<file path="config.mk">
export PLATFORM = sky130hd
export DESIGN_NAME = adc_scan
export DESIGN_NICKNAME = d
export VERILOG_FILES = /design/src/rtl/adc_scan_pkg.sv /design/src/rtl/adc_avg_bank.sv /design/src/rtl/adc_scan.sv
export SDC_FILE = /design/constraint.sdc
export NUM_CORES = 1
export LEC_CHECK = 0
export CAP_MARGIN = 40
export CORE_ASPECT_RATIO = 0.6
export CORE_MARGIN = 2
export CORE_UTILIZATION = 45
export CTS_CLUSTER_DIAMETER = 200
export DETAILED_ROUTE_END_ITERATION = 16
export DONT_BUFFER_PORTS = 1
export GPL_TIMING_DRIVEN = 0
export PLACE_DENSITY = 0.65
export SYNTH_ARGS = -nofsm -noshare
export SYNTH_HDL_FRONTEND = slang
export SYNTH_SLANG_ARGS = --single-unit
</file>
<file path="constraint.sdc">
create_clock -name clk -period 11.8 [get_ports clk]
set_input_delay 3.54 -clock clk [delete_from_list [all_inputs] [get_ports clk]]
set_output_delay 3.54 -clock clk [all_outputs]
set_load 0.1 [all_outputs]
</file>
<file path="src/rtl/adc_scan_pkg.sv">
// adc_scan_pkg: shared state type, word field offsets and channel-walk helpers
package adc_scan_pkg;
  typedef enum logic [2:0] {IDLE, WAIT_TICK, ISSUE, WAIT_RSP, STORE} state_t;
  localparam int ADDR_LSB = 16;
  localparam int TAG_MSB = 7;
  localparam int TAG_LSB = 3;
  localparam int CH_MSB = 2;
  localparam int SAMPLE_W = 10;
  localparam int TAG_W = 5;
  function automatic logic [2:0] first_ch(input logic [7:0] mask);
    first_ch = 3'd0;
    for (int i = 7; i >= 0; i--) if (mask[i]) first_ch = 3'(i);
  endfunction
  // Nearest set bit above ch, wrapping 7->0; stays on ch if it is the only one.
  function automatic logic [2:0] next_ch(input logic [7:0] mask, input logic [2:0] ch);
    next_ch = ch;
    for (int i = 7; i >= 1; i--) if (mask[3'(ch + 3'(i))]) next_ch = 3'(ch + 3'(i));
  endfunction
endpackage

</file>
<file path="src/rtl/adc_avg_bank.sv">
// adc_avg_bank: per-channel box-car accumulators, result registers and read port
module adc_avg_bank
  import adc_scan_pkg::*;
#(
  parameter int AVG_SHIFT = 2
) (
  input  logic                clk,
  input  logic                rst,
  input  logic                wr,
  input  logic [2:0]          wr_ch,
  input  logic [SAMPLE_W-1:0] wr_sample,
  input  logic [2:0]          rd_ch,
  output logic [SAMPLE_W-1:0] rd_value,
  output logic                upd_stb,
  output logic [2:0]          upd_ch
);
  localparam int ACC_W = SAMPLE_W + AVG_SHIFT;
  localparam int CNT_W = AVG_SHIFT + 1;
  logic [ACC_W-1:0] acc [8];
  logic [CNT_W-1:0] cnt [8];
  logic [SAMPLE_W-1:0] result [8];
  logic [ACC_W-1:0] sum, avg;
  logic full;
  assign sum = acc[wr_ch] + ACC_W'(wr_sample);
  assign avg = sum >> AVG_SHIFT;
  assign full = cnt[wr_ch] == CNT_W'((1 << AVG_SHIFT) - 1);
  always_ff @(posedge clk or posedge rst) begin
    if (rst) begin
      for (int i = 0; i < 8; i++) begin
        acc[i] <= '0;
        cnt[i] <= '0;
        result[i] <= '0;
      end
      rd_value <= '0;
      upd_stb <= 1'b0;
      upd_ch <= '0;
    end else begin
      rd_value <= result[rd_ch];
      upd_stb <= wr && full;
      if (wr) begin
        acc[wr_ch] <= full ? '0 : sum;
        cnt[wr_ch] <= full ? '0 : cnt[wr_ch] + 1'b1;
        if (full) begin
          result[wr_ch] <= avg[SAMPLE_W-1:0];
          upd_ch <= wr_ch;
        end
      end
    end
  end
endmodule

</file>
<file path="src/rtl/adc_scan.sv">
// adc_scan: round-robin ADC request sequencer with tag-matched responses and averaging
module adc_scan
  import adc_scan_pkg::*;
#(
  parameter logic [7:0] CH_MASK = 8'hFF,
  parameter int PERIOD = 1000,
  parameter int AVG_SHIFT = 2,
  parameter int TIMEOUT = 512
) (
  input  logic        clk,
  input  logic        rst,
  input  logic        enable,
  output logic [23:0] adc_in_data,
  output logic        adc_in_wr,
  input  logic [23:0] adc_out_data,
  input  logic        adc_out_wr,
  input  logic [2:0]  rd_ch,
  output logic [9:0]  rd_value,
  output logic        upd_stb,
  output logic [2:0]  upd_ch,
  output logic        to_err
);
  localparam int TICK_W = $clog2(PERIOD);
  localparam int TO_W = $clog2(TIMEOUT + 1);
  state_t state, state_n, after;
  logic [TICK_W-1:0] tick;
  logic [TO_W-1:0] to_cnt;
  logic [TAG_W-1:0] tag;
  logic [2:0] ch;
  logic [7:0] req;
  logic [SAMPLE_W-1:0] sample;
  logic match, tmo;
  logic [ADDR_LSB-SAMPLE_W-1:0] unused_rsv;
  assign unused_rsv = adc_out_data[ADDR_LSB-1:SAMPLE_W];
  assign match = state == WAIT_RSP && adc_out_wr && adc_out_data[ADDR_LSB +: 8] == req;
  assign tmo = state == WAIT_RSP && !match && to_cnt == TO_W'(TIMEOUT - 1);
  assign adc_in_wr = state == ISSUE;
  assign adc_in_data = adc_in_wr ? {16'b0, tag, ch} : '0;
  // The tick counter keeps running through the transaction, so an expired tick issues at once.
  assign after = !enable ? IDLE : tick == '0 ? ISSUE : WAIT_TICK;
  always_comb begin
    state_n = state;
    case (state)
      IDLE:      state_n = enable && CH_MASK != 8'h00 ? WAIT_TICK : IDLE;
      WAIT_TICK: state_n = !enable ? IDLE : tick == '0 ? ISSUE : WAIT_TICK;
      ISSUE:     state_n = WAIT_RSP;
      WAIT_RSP:  state_n = match ? STORE : tmo ? after : WAIT_RSP;
      STORE:     state_n = after;
      default:   state_n = IDLE;
    endcase
  end
  always_ff @(posedge clk or posedge rst) begin
    if (rst) begin
      state <= IDLE;
      tick <= '0;
      to_cnt <= '0;
      tag <= '0;
      ch <= first_ch(CH_MASK);
      req <= '0;
      sample <= '0;
      to_err <= 1'b0;
    end else begin
      state <= state_n;
      tick <= state == IDLE || state == ISSUE ? TICK_W'(PERIOD - 1) : tick != '0 ? tick - 1'b1 : tick;
      to_cnt <= state == WAIT_RSP ? to_cnt + 1'b1 : '0;
      if (state == ISSUE) begin
        tag <= tag + 1'b1;
        req <= {tag, ch};
      end
      if (match) sample <= adc_out_data[SAMPLE_W-1:0];
      if (state == STORE || tmo) ch <= next_ch(CH_MASK, ch);
      if (tmo) to_err <= 1'b1;
    end
  end
  adc_avg_bank #(.AVG_SHIFT(AVG_SHIFT)) u_bank (
    .clk(clk),
    .rst(rst),
    .wr(state == STORE),
    .wr_ch(ch),
    .wr_sample(sample),
    .rd_ch(rd_ch),
    .rd_value(rd_value),
    .upd_stb(upd_stb),
    .upd_ch(upd_ch)
  );
endmodule
</file>
# Word level (Yosys, flattened, before mapping)

Memories as Yosys holds them, arrays and structs flattened.
Cells that the tools add are included.

Word-level logic and storage cells: 134
Register bits: 264
Memories: 7
Output and inout port bits: 40
ROM bits: 56
Input port bits: 31

Memory list:

| memory           | words | width | read ports | clocked after memory_dff | wr ports | line               | RTL |
|---|---|---|---|---|---|---|---|
| (name not given) | 8     | 1     | 1          | 0                        | 0        | adc_scan_pkg.sv:17 | `for (int i = 7; i >= 1; i--) if (mask[3'(ch + 3'(i))]) next_ch = 3'(ch + 3'(i));` |
| (name not given) | 8     | 1     | 1          | 0                        | 0        | adc_scan_pkg.sv:17 |  |
| (name not given) | 8     | 1     | 1          | 0                        | 0        | adc_scan_pkg.sv:17 |  |
| (name not given) | 8     | 1     | 1          | 0                        | 0        | adc_scan_pkg.sv:17 |  |
| (name not given) | 8     | 1     | 1          | 0                        | 0        | adc_scan_pkg.sv:17 |  |
| (name not given) | 8     | 1     | 1          | 0                        | 0        | adc_scan_pkg.sv:17 |  |
| 1 more memories  | n/a   | n/a   | n/a        | n/a                      | n/a      | n/a                |  |

Muxes and demuxes: 44
$lt $le $gt $ge: 10
Equality and inequality tests: 7
Bitwise gates (word level): 2
$add $sub $neg: 12
Reductions and logical operators: 17

Operators with widths:

| operator                                                   | count |
|---|---|
| bitwise mux 96 bit                                         | 1 |
| bitwise mux 80 bit                                         | 1 |
| two-way mux 10 bit                                         | 6 |
| two-way mux 12 bit                                         | 4 |
| binary-select mux 12 bit (select 3 bit)                    | 1 |
| demux 12 bit (select 3 bit)                                | 1 |
| two-way mux 3 bit                                          | 12 |
| binary-select mux 10 bit (select 3 bit)                    | 1 |
| demux 10 bit (select 3 bit)                                | 1 |
| less-than comparator 3 x 4 -> 1 bit, second input constant | 7 |
| bitwise mux 24 bit                                         | 1 |
| adder 12 x 10 -> 12 bit                                    | 1 |
| adder 3 bit, second input constant                         | 4 |
| case mux 3 bit (4 select lines)                            | 1 |
| adder 10 x 1 -> 10 bit, second input constant              | 1 |
| equality test 10 x 9 -> 1 bit, second input constant       | 1 |
| logical NOT 10 bit                                         | 1 |
| nonzero test 10 bit                                        | 1 |
| subtractor 10 x 1 -> 10 bit, second input constant         | 1 |
| binary-select mux 3 bit (select 3 bit)                     | 1 |
| demux 3 bit (select 3 bit)                                 | 1 |
| equality test 3 x 2 -> 1 bit, second input constant        | 3 |
| equality test 8 bit                                        | 1 |
| >= comparator 4 bit, second input constant                 | 2 |
| 18 further kinds                                           | 37 |

# Logic depth before layout (Yosys ltp)

Gate-level depths: netlist of the first run.

Word-level depth: 10
Depth in mapped cells: 17
Gate-level depth less buffers: 14

# Cells and area by module

From an unflattened synthesis of the first run, not the netlist that was laid out.

Cell total of the unflattened synthesis: 1,130
Area total of the unflattened synthesis: 12,614.6 um^2

By module, submodules not included:

| module       | cells an instance | times used | seq. area each (um^2) | area each (um^2) |
|---|---|---|---|---|
| adc_avg_bank | 878               | 1          | 5,355.1               | 9,963.3 |
| adc_scan     | 252               | 1          | 1,251.2               | 2,651.3 |

# Least setup slack after synthesis of the first run

OpenSTA, ideal clock, no wires.

Path kind: reg2out
Start: register ch[1]
End: output adc_in_data[1]
Buffers on the path: 2
Arrival time: 2.041 ns
Data required time: 8.260 ns
Slack: 6.219 ns
Cell stages (with the launch flop): 5
Path through: dfrtp_1 -> buf_6 -> inv_1 -> clkbuf_1 -> nor2_1

Cells in the longest elaborated chain, start to end: 1

RTL lines:

| what                     | line           | RTL |
|---|---|---|
| start: declaration       | adc_scan.sv:29 | `logic [2:0] ch;` |
| start signal: assignment | adc_scan.sv:58 | `ch <= first_ch(CH_MASK);` |
| start signal: assignment | adc_scan.sv:71 | `if (state == STORE \|\| tmo) ch <= next_ch(CH_MASK, ch);` |
| two-way mux 8 bit        | adc_scan.sv:38 | `assign adc_in_data = adc_in_wr ? {16'b0, tag, ch} : '0;` |
| end: declaration         | adc_scan.sv:13 | `output logic [23:0] adc_in_data,` |

No other way between the ends.

# Worst setup path in the final report of the first run

Start: register ch[2]
End: output adc_in_data[2]

The elaborated chain is that of the path after synthesis.

==> results of run 1 <==
-- cell families (layout without fill, tap and decap cells) --
family	Yosys count	count (layout)	share of synthesized area, %
compound gates	202	202	11.1
flops	264	264	53.3
mux	174	174	17.8
other cells	1	16	0.0303
buf+inv	90	153	3.77
fa+ha+maj	17	17	1.78
xor+xnor	36	36	2.60
simple gates	239	239	9.60
-- area by class of cell --
type | instances | area (µm²) | share of cell area, %
flip-flops and latches | 264 | 6610 | 46.7
plain buffers | 74 | 407 | 2.88
multi-input cells | 684 | 5380 | 38.0
clock buffers | 38 | 787 | 5.56
repair buffers | 16 | 340 | 2.41
clock inverters | 9 | 95.1 | 0.672
well taps | 367 | 459 | 3.25
inverters | 16 | 67.6 | 0.478
-- routing by layer --
layer | wire [µm] | up-vias | share of wire [%]
met4 | 486 | 0 | 1.5
li1 | - | 3778 | -
met1 | 15700 | 4323 | 50
met5 | 0 | - | 0
met3 | 2680 | 38 | 8.5
met2 | 12800 | 262 | 40
-- state kept, by name, summed over array words and instances (netlist names) --
register	flops
tag	5
ch	3
to_err	1
tick	10
state	3
u_bank.upd_stb	1
u_bank.upd_ch	3
u_bank.cnt	24
u_bank.rd_value	10
req	8
u_bank.acc	96
u_bank.result	80
sample	10
to_cnt	10
-- per-stage QoR --
step / cell area [µm²] / hold slack [ps] / TNS [ps] / utilization, % / power [W]
4_1_cts: 14100 / 480 / 0 / 51.6 / 0.00214
3_5_place_dp: 13200 / 455 / 0 / 48.4 / 0.00128
2_1_floorplan: 12500 / 433 / 0 / - / 0.00121
5_1_grt: 14100 / 494 / 0 / 51.7 / 0.00221
3_3_place_gp: 12900 / 452 / -522770 / 47.2 / 0.00126
6_report: 14100 / 475 / 0 / 51.7 / 0.00213
-- critical path: stages, from the launching register on --
cell and delay, ps:
dfrtp_1 390, buf_6 160, buf_2 300, clkbuf_1 610, and3_1 330, buf_8 210
-- Yosys cell counts (all sizes together), types with 12 or more instances --
cell type / count
o31ai: 15
ha: 16
mux2: 131
a22o: 26
a21oi: 16
nand2: 130
dfrtp: 264
nor2: 43
a221oi: 18
xnor2: 21
mux4: 24
mux2i: 19
o21ai: 82
a22oi: 12
nand3: 12
inv: 16
clkbuf: 33
xor2: 15
buf: 41
-- power groups by stage --
stage               logic [W]  registers [W]  clock network [W]
CTS                  0.000277       0.000990           0.000875
global route         0.000304       0.000996           0.000915
finish               0.000276       0.000990           0.000865
global placement     0.000254        0.00100                  0
floorplan            0.000210       0.000995                  0
detailed placement   0.000276        0.00101                  0
-- final timing paths --
kind | to | slack (ps)
min in group asynchronous | tick[1] | 2890
min | u_bank.acc[13] | 470
max reg2reg | u_bank.acc[68] | 6440
max in group asynchronous | u_bank.acc[88] | 7990
min reg2reg | u_bank.acc[13] | 470
max | adc_in_data[2] | 5700
==> flow_summary.ini, run 1 <==
[sta]
maxSlewViolCount = 0
worstMarginPinSlew_ps = 920
finClkSkew_ps = 15.0
fmax_mhz = 164
finalHoldViolations = 0
setup_viol = 0
min_period_over_period_pct = 51.7
maxSlewHeadroom_pct = 38.5
worst_slack_ps = 5700
rsz0062_at_grt = no
fin_crit_ps = 6100

[power_and_ir_drop]
p_per_area_nw_per_um2 = 151
p_int_w = 0.00154
vdd_drop_max_v = 0.0000938
pwr-share-seq_pct = 46.5
p_clk_share_pct = 40.6
power.static_leakage_nw = 6.81
switchingPower_w = 0.000587
sw_frac_of_total_pct = 27.5
p_comb_share_pct = 12.9

[synthesis]
syn_area_um2 = 12400
synth_flop_cell = dfrtp_1
yosysTopAreaCell = dfrtp_1
ys_seq_elements = 264
avgSynthCellArea_um2 = 12.1
syn_inst = 1023
async_flop_share_pct = 100
ys_top_cells_by_area = dfrtp_1 53%, mux2_2 8.9%, mux4_2 4.4%, nand2_1 3.8%, o21ai_0 3.3%
yosysTopAreaCellShare_pct = 53.3
yosysSeqAreaShare_pct = 53.3
yosysWarnings = 0
yosys.cell_types.count = 72
synth-edff-count = 0

[route]
first_pass_iters = 5
first_iter_violations = 800
wire_per_inst_um = 21.6
routed-via-count = 8401
wirelength_um = 31600
final_antenna_net_count = 0
vias_per_cell = 5.72
drc = 0

[clocking]
hold_buffers = 0
ctsHtreeMaxLevel = 1
cts_tree = built
cts.path.max_buffers = 3
cts_setup_buffers = 0
clk_pin_slew_ps = 70
cts_root_buffer = clkbuf_16
clk-insertion-delay-late_ps = 560
cts_resized = 0
numCtsBuffers = 26
cts_sinks = 264

[flow_run]
drv_cap = 0

[critical_path]
critPathLaunch = ch[2]
critPathLaunchType = flip-flop
cp_max_fo = 10
required_ps = 8260
worstSetupEndpointType = primary output
arrival_ps = 2560
crit_type = flip-flop to primary output
rr_worst_depth = 15
rr_startpoint = ch[0]

[worst_hold_path]
hp-class = flip-flop to flip-flop
worstHoldPathCells = 2
hp-start = u_bank.acc[13]

[floorplanning]
dieArea_um2 = 28900
die_h_um = 133
core_um2 = 27300
ios = 71
initial_core_util_pct = 45.3
rows = 47
fp.dieW_um = 218

[layout]
final_cell_mix = 264 x dfrtp_1, 127 x nand2_1, 98 x mux2_2
finalNetCount = 1130
area_growth_pct = 14.1
insertedDiodeCount = 0
final_common_cell = dfrtp_1
instances_no_fill = 1468
drive_above_1_share_pct = 23.6
fillers = 2340

[global_routing]
grt_max_degree = 97
groute.usage.overall_pct = 22.7
grt_use_met3_pct = 6.39
top_usage_layer = met1
grt_pass1_vias = 8330
use_met2_pct = 30.1
antenna_found_initial = 0
grt_pass1_wl_um = 49900
grtUsageMet1_pct = 36.4
overflow = 0

[placed_design]
gp_congestion = 0.880
dp_hpwl_um = 21900
dp.cells = 1420
io_buffers = 0
dpl_worst_slack_ps = 6300

[outcome]
outcome = finished clean
No activity file was read; power rests on OpenSTA's default activity.
==> inputs of run 2 (changes only) <==
PLACE_DENSITY = 0.67   (was 0.65)
clock period = 5.2 ns   (was 11.8 ns; I/O delays follow)
==> run 2 against run 1 <==
  * Worst hold slack worse by 5.6 ps
  * Sequential cell count stayed put
  * Sequential power is 130% higher
  * Clock power is 120% higher
  * Critical path type is now flip-flop to flip-flop
  * Register-to-register slack worse by 6100 ps
  * Sequential share of layout area is 0.32 points lower
  * Largest power group unchanged
  * Power is 130% higher
  * Setup slack worse by 5300 ps
  * Utilization is 0.36 points higher
  * Non-clock buffer count is 6 higher
==> flow_summary.ini, run 2 (synthesis gave the netlist of run 1 again) <==
[critical_path]
required_ps = 5670
cp_max_fo = 10
cp_num_buf_inv = 4
crit_slowest_cell = clkbuf_1
arrival_ps = 5290
cp_num_cells = 15
crit_chain = buf_6, clkbuf_1, clkbuf_1, mux2i_1, o21ai_0, o21ai_0, o21ai_0, ha_1, o211ai_1, a21oi_1, a211oi_2, o21ai_0, xnor2_2, clkbuf_1, a22o_1
rr_worst_depth = 15
cp_common_cell = o21ai_0
crit_family = buffers and inverters
worstSetupEndpointType = flip-flop
crit_type = flip-flop to flip-flop
critPathMaxStageDelay_ps = 650
critPathLaunchType = flip-flop

[layout]
regMostFlops = u_bank.acc
final_common_cell = dfrtp_1
instances_no_fill = 1474
drive_above_1_share_pct = 24.2
final_cell_mix = 264 x dfrtp_1, 127 x nand2_1, 98 x mux2_2
largest_reg_flops = 96
finalNetCount = 1136
reg_top3 = u_bank.acc x96, u_bank.result x80, u_bank.cnt x24
area_growth_pct = 14.9
fin_util_pct = 52.1
insertedDiodeCount = 0

[sta]
finClkSkew_ps = 16.5
maxSlewViolCount = 0
maxSlewHeadroom_pct = 40.5
rsz0062_at_grt = no
worst_slack_ps = 382
finalSetupTns_ps = 0
setup_viol = 0
worstMarginPinSlew_ps = 892
fin_crit_ps = 4820
hold_ws_ps = 469
finalHoldViolations = 0
fmax_mhz = 208
min_period_over_period_pct = 92.7

[route]
drc = 0
vias_per_cell = 5.75
final_antenna_net_count = 0
routed-via-count = 8473
first_pass_iters = 7
wirelength_um = 31500
first_iter_violations = 736
wire_per_inst_um = 21.4

[outcome]
outcome = finished clean

[floorplanning]
dieArea_um2 = 28900
rows = 47
initial_core_util_pct = 45.3
core_um2 = 27300
ios = 71
fp.dieW_um = 218
die_h_um = 133

[clocking]
hold_buffers = 0
clk-insertion-delay-late_ps = 550
numCtsBuffers = 26
cts_tree = built
cts.path.max_buffers = 3
cts_sinks = 264
clk_pin_slew_ps = 60
ctsHtreeMaxLevel = 1
cts_root_buffer = clkbuf_16

[placed_design]
dp.cells = 1427
io_buffers = 0
gp_congestion = 0.883
dp_hpwl_um = 22300
dpl_worst_slack_ps = 70.9

[global_routing]
overflow = 0
grt_pass1_wl_um = 49900
antenna_found_initial = 0
groute.usage.overall_pct = 22.4
grt_max_degree = 40
grt_pass1_vias = 8530

[power_and_ir_drop]
p_per_area_nw_per_um2 = 338
vdd_drop_max_v = 0.000342
power.static_leakage_nw = 6.85

[flow_run]
drv_cap = 0

[worst_hold_path]
worstHoldPathCells = 1
hp-class = flip-flop to flip-flop
[run 2: metrics by stage]
| stage | area, µm² | total power [W] |
|---|---|---|
| floorplan | 12500 | 0.00274 |
| global placement | 12900 | 0.00285 |
| detailed placement | 13400 | 0.00292 |
| global route | 14200 | 0.00501 |
| CTS | 14200 | 0.00484 |
| finish | 14200 | 0.00481 |
[run 2: timing repair]
| item | in CTS | in global routing |
|---|---|---|
| endpoints found under the setup margin | 0 | 28 |
| gates resized for setup | 0 | 5 |
| buffers inserted | 0 | 0 |
[run 2: metal layers]
metal  up-vias  wire length, µm  GRT usage [%]
met4         0              545           4.46
met3        50             2760           5.82
met5         -                0              0
met2       279            13000           30.7
met1      4359            15200           35.5
li1       3785                -              -
[run 2: final timing paths]
path / start / endpoint / slack, ps
max: ch[1] / u_bank.acc[32] / 380
min: to_cnt[0] / to_cnt[0] / 470
max reg2reg: ch[1] / u_bank.acc[32] / 380
min reg2reg: to_cnt[0] / to_cnt[0] / 470
max in group asynchronous: rst / sample[4] / 3080
min in group asynchronous: rst / tick[9] / 870
[run 2: power breakdown]
part	total, W	internal (W)	switching (W)
Sequential	0.00225	0.00215	0.0000921
Combinational	0.000640	0.000217	0.000423
Clock	0.00193	0.00112	0.000810
Total	0.00481	0.00349	0.00132
[run 2: worst reg2reg max path, cell delays in order (launching register included)]
cell and delay, ps:
dfrtp_1 370, buf_6 150, clkbuf_1 560, clkbuf_1 660, mux2i_1 260, o21ai_0 90, o21ai_0 160, o21ai_0 180
ha_1 380, o211ai_1 190, a21oi_1 70, a211oi_2 330, o21ai_0 230, xnor2_2 460, clkbuf_1 460, a22o_1 220
[run 2: area by class of cell]
| type | count | area, µm² |
|---|---|---|
| Multi-Input combinational cell | 684 | 5400 |
| Buffer | 74 | 408 |
| Inverter | 16 | 63.8 |
| Clock inverter | 10 | 100 |
| Clock buffer | 37 | 763 |
| Fill cell | 2343 | 13100 |
| Tap cell | 367 | 459 |
| Timing Repair Buffer | 22 | 445 |
| Sequential cell | 264 | 6610 |
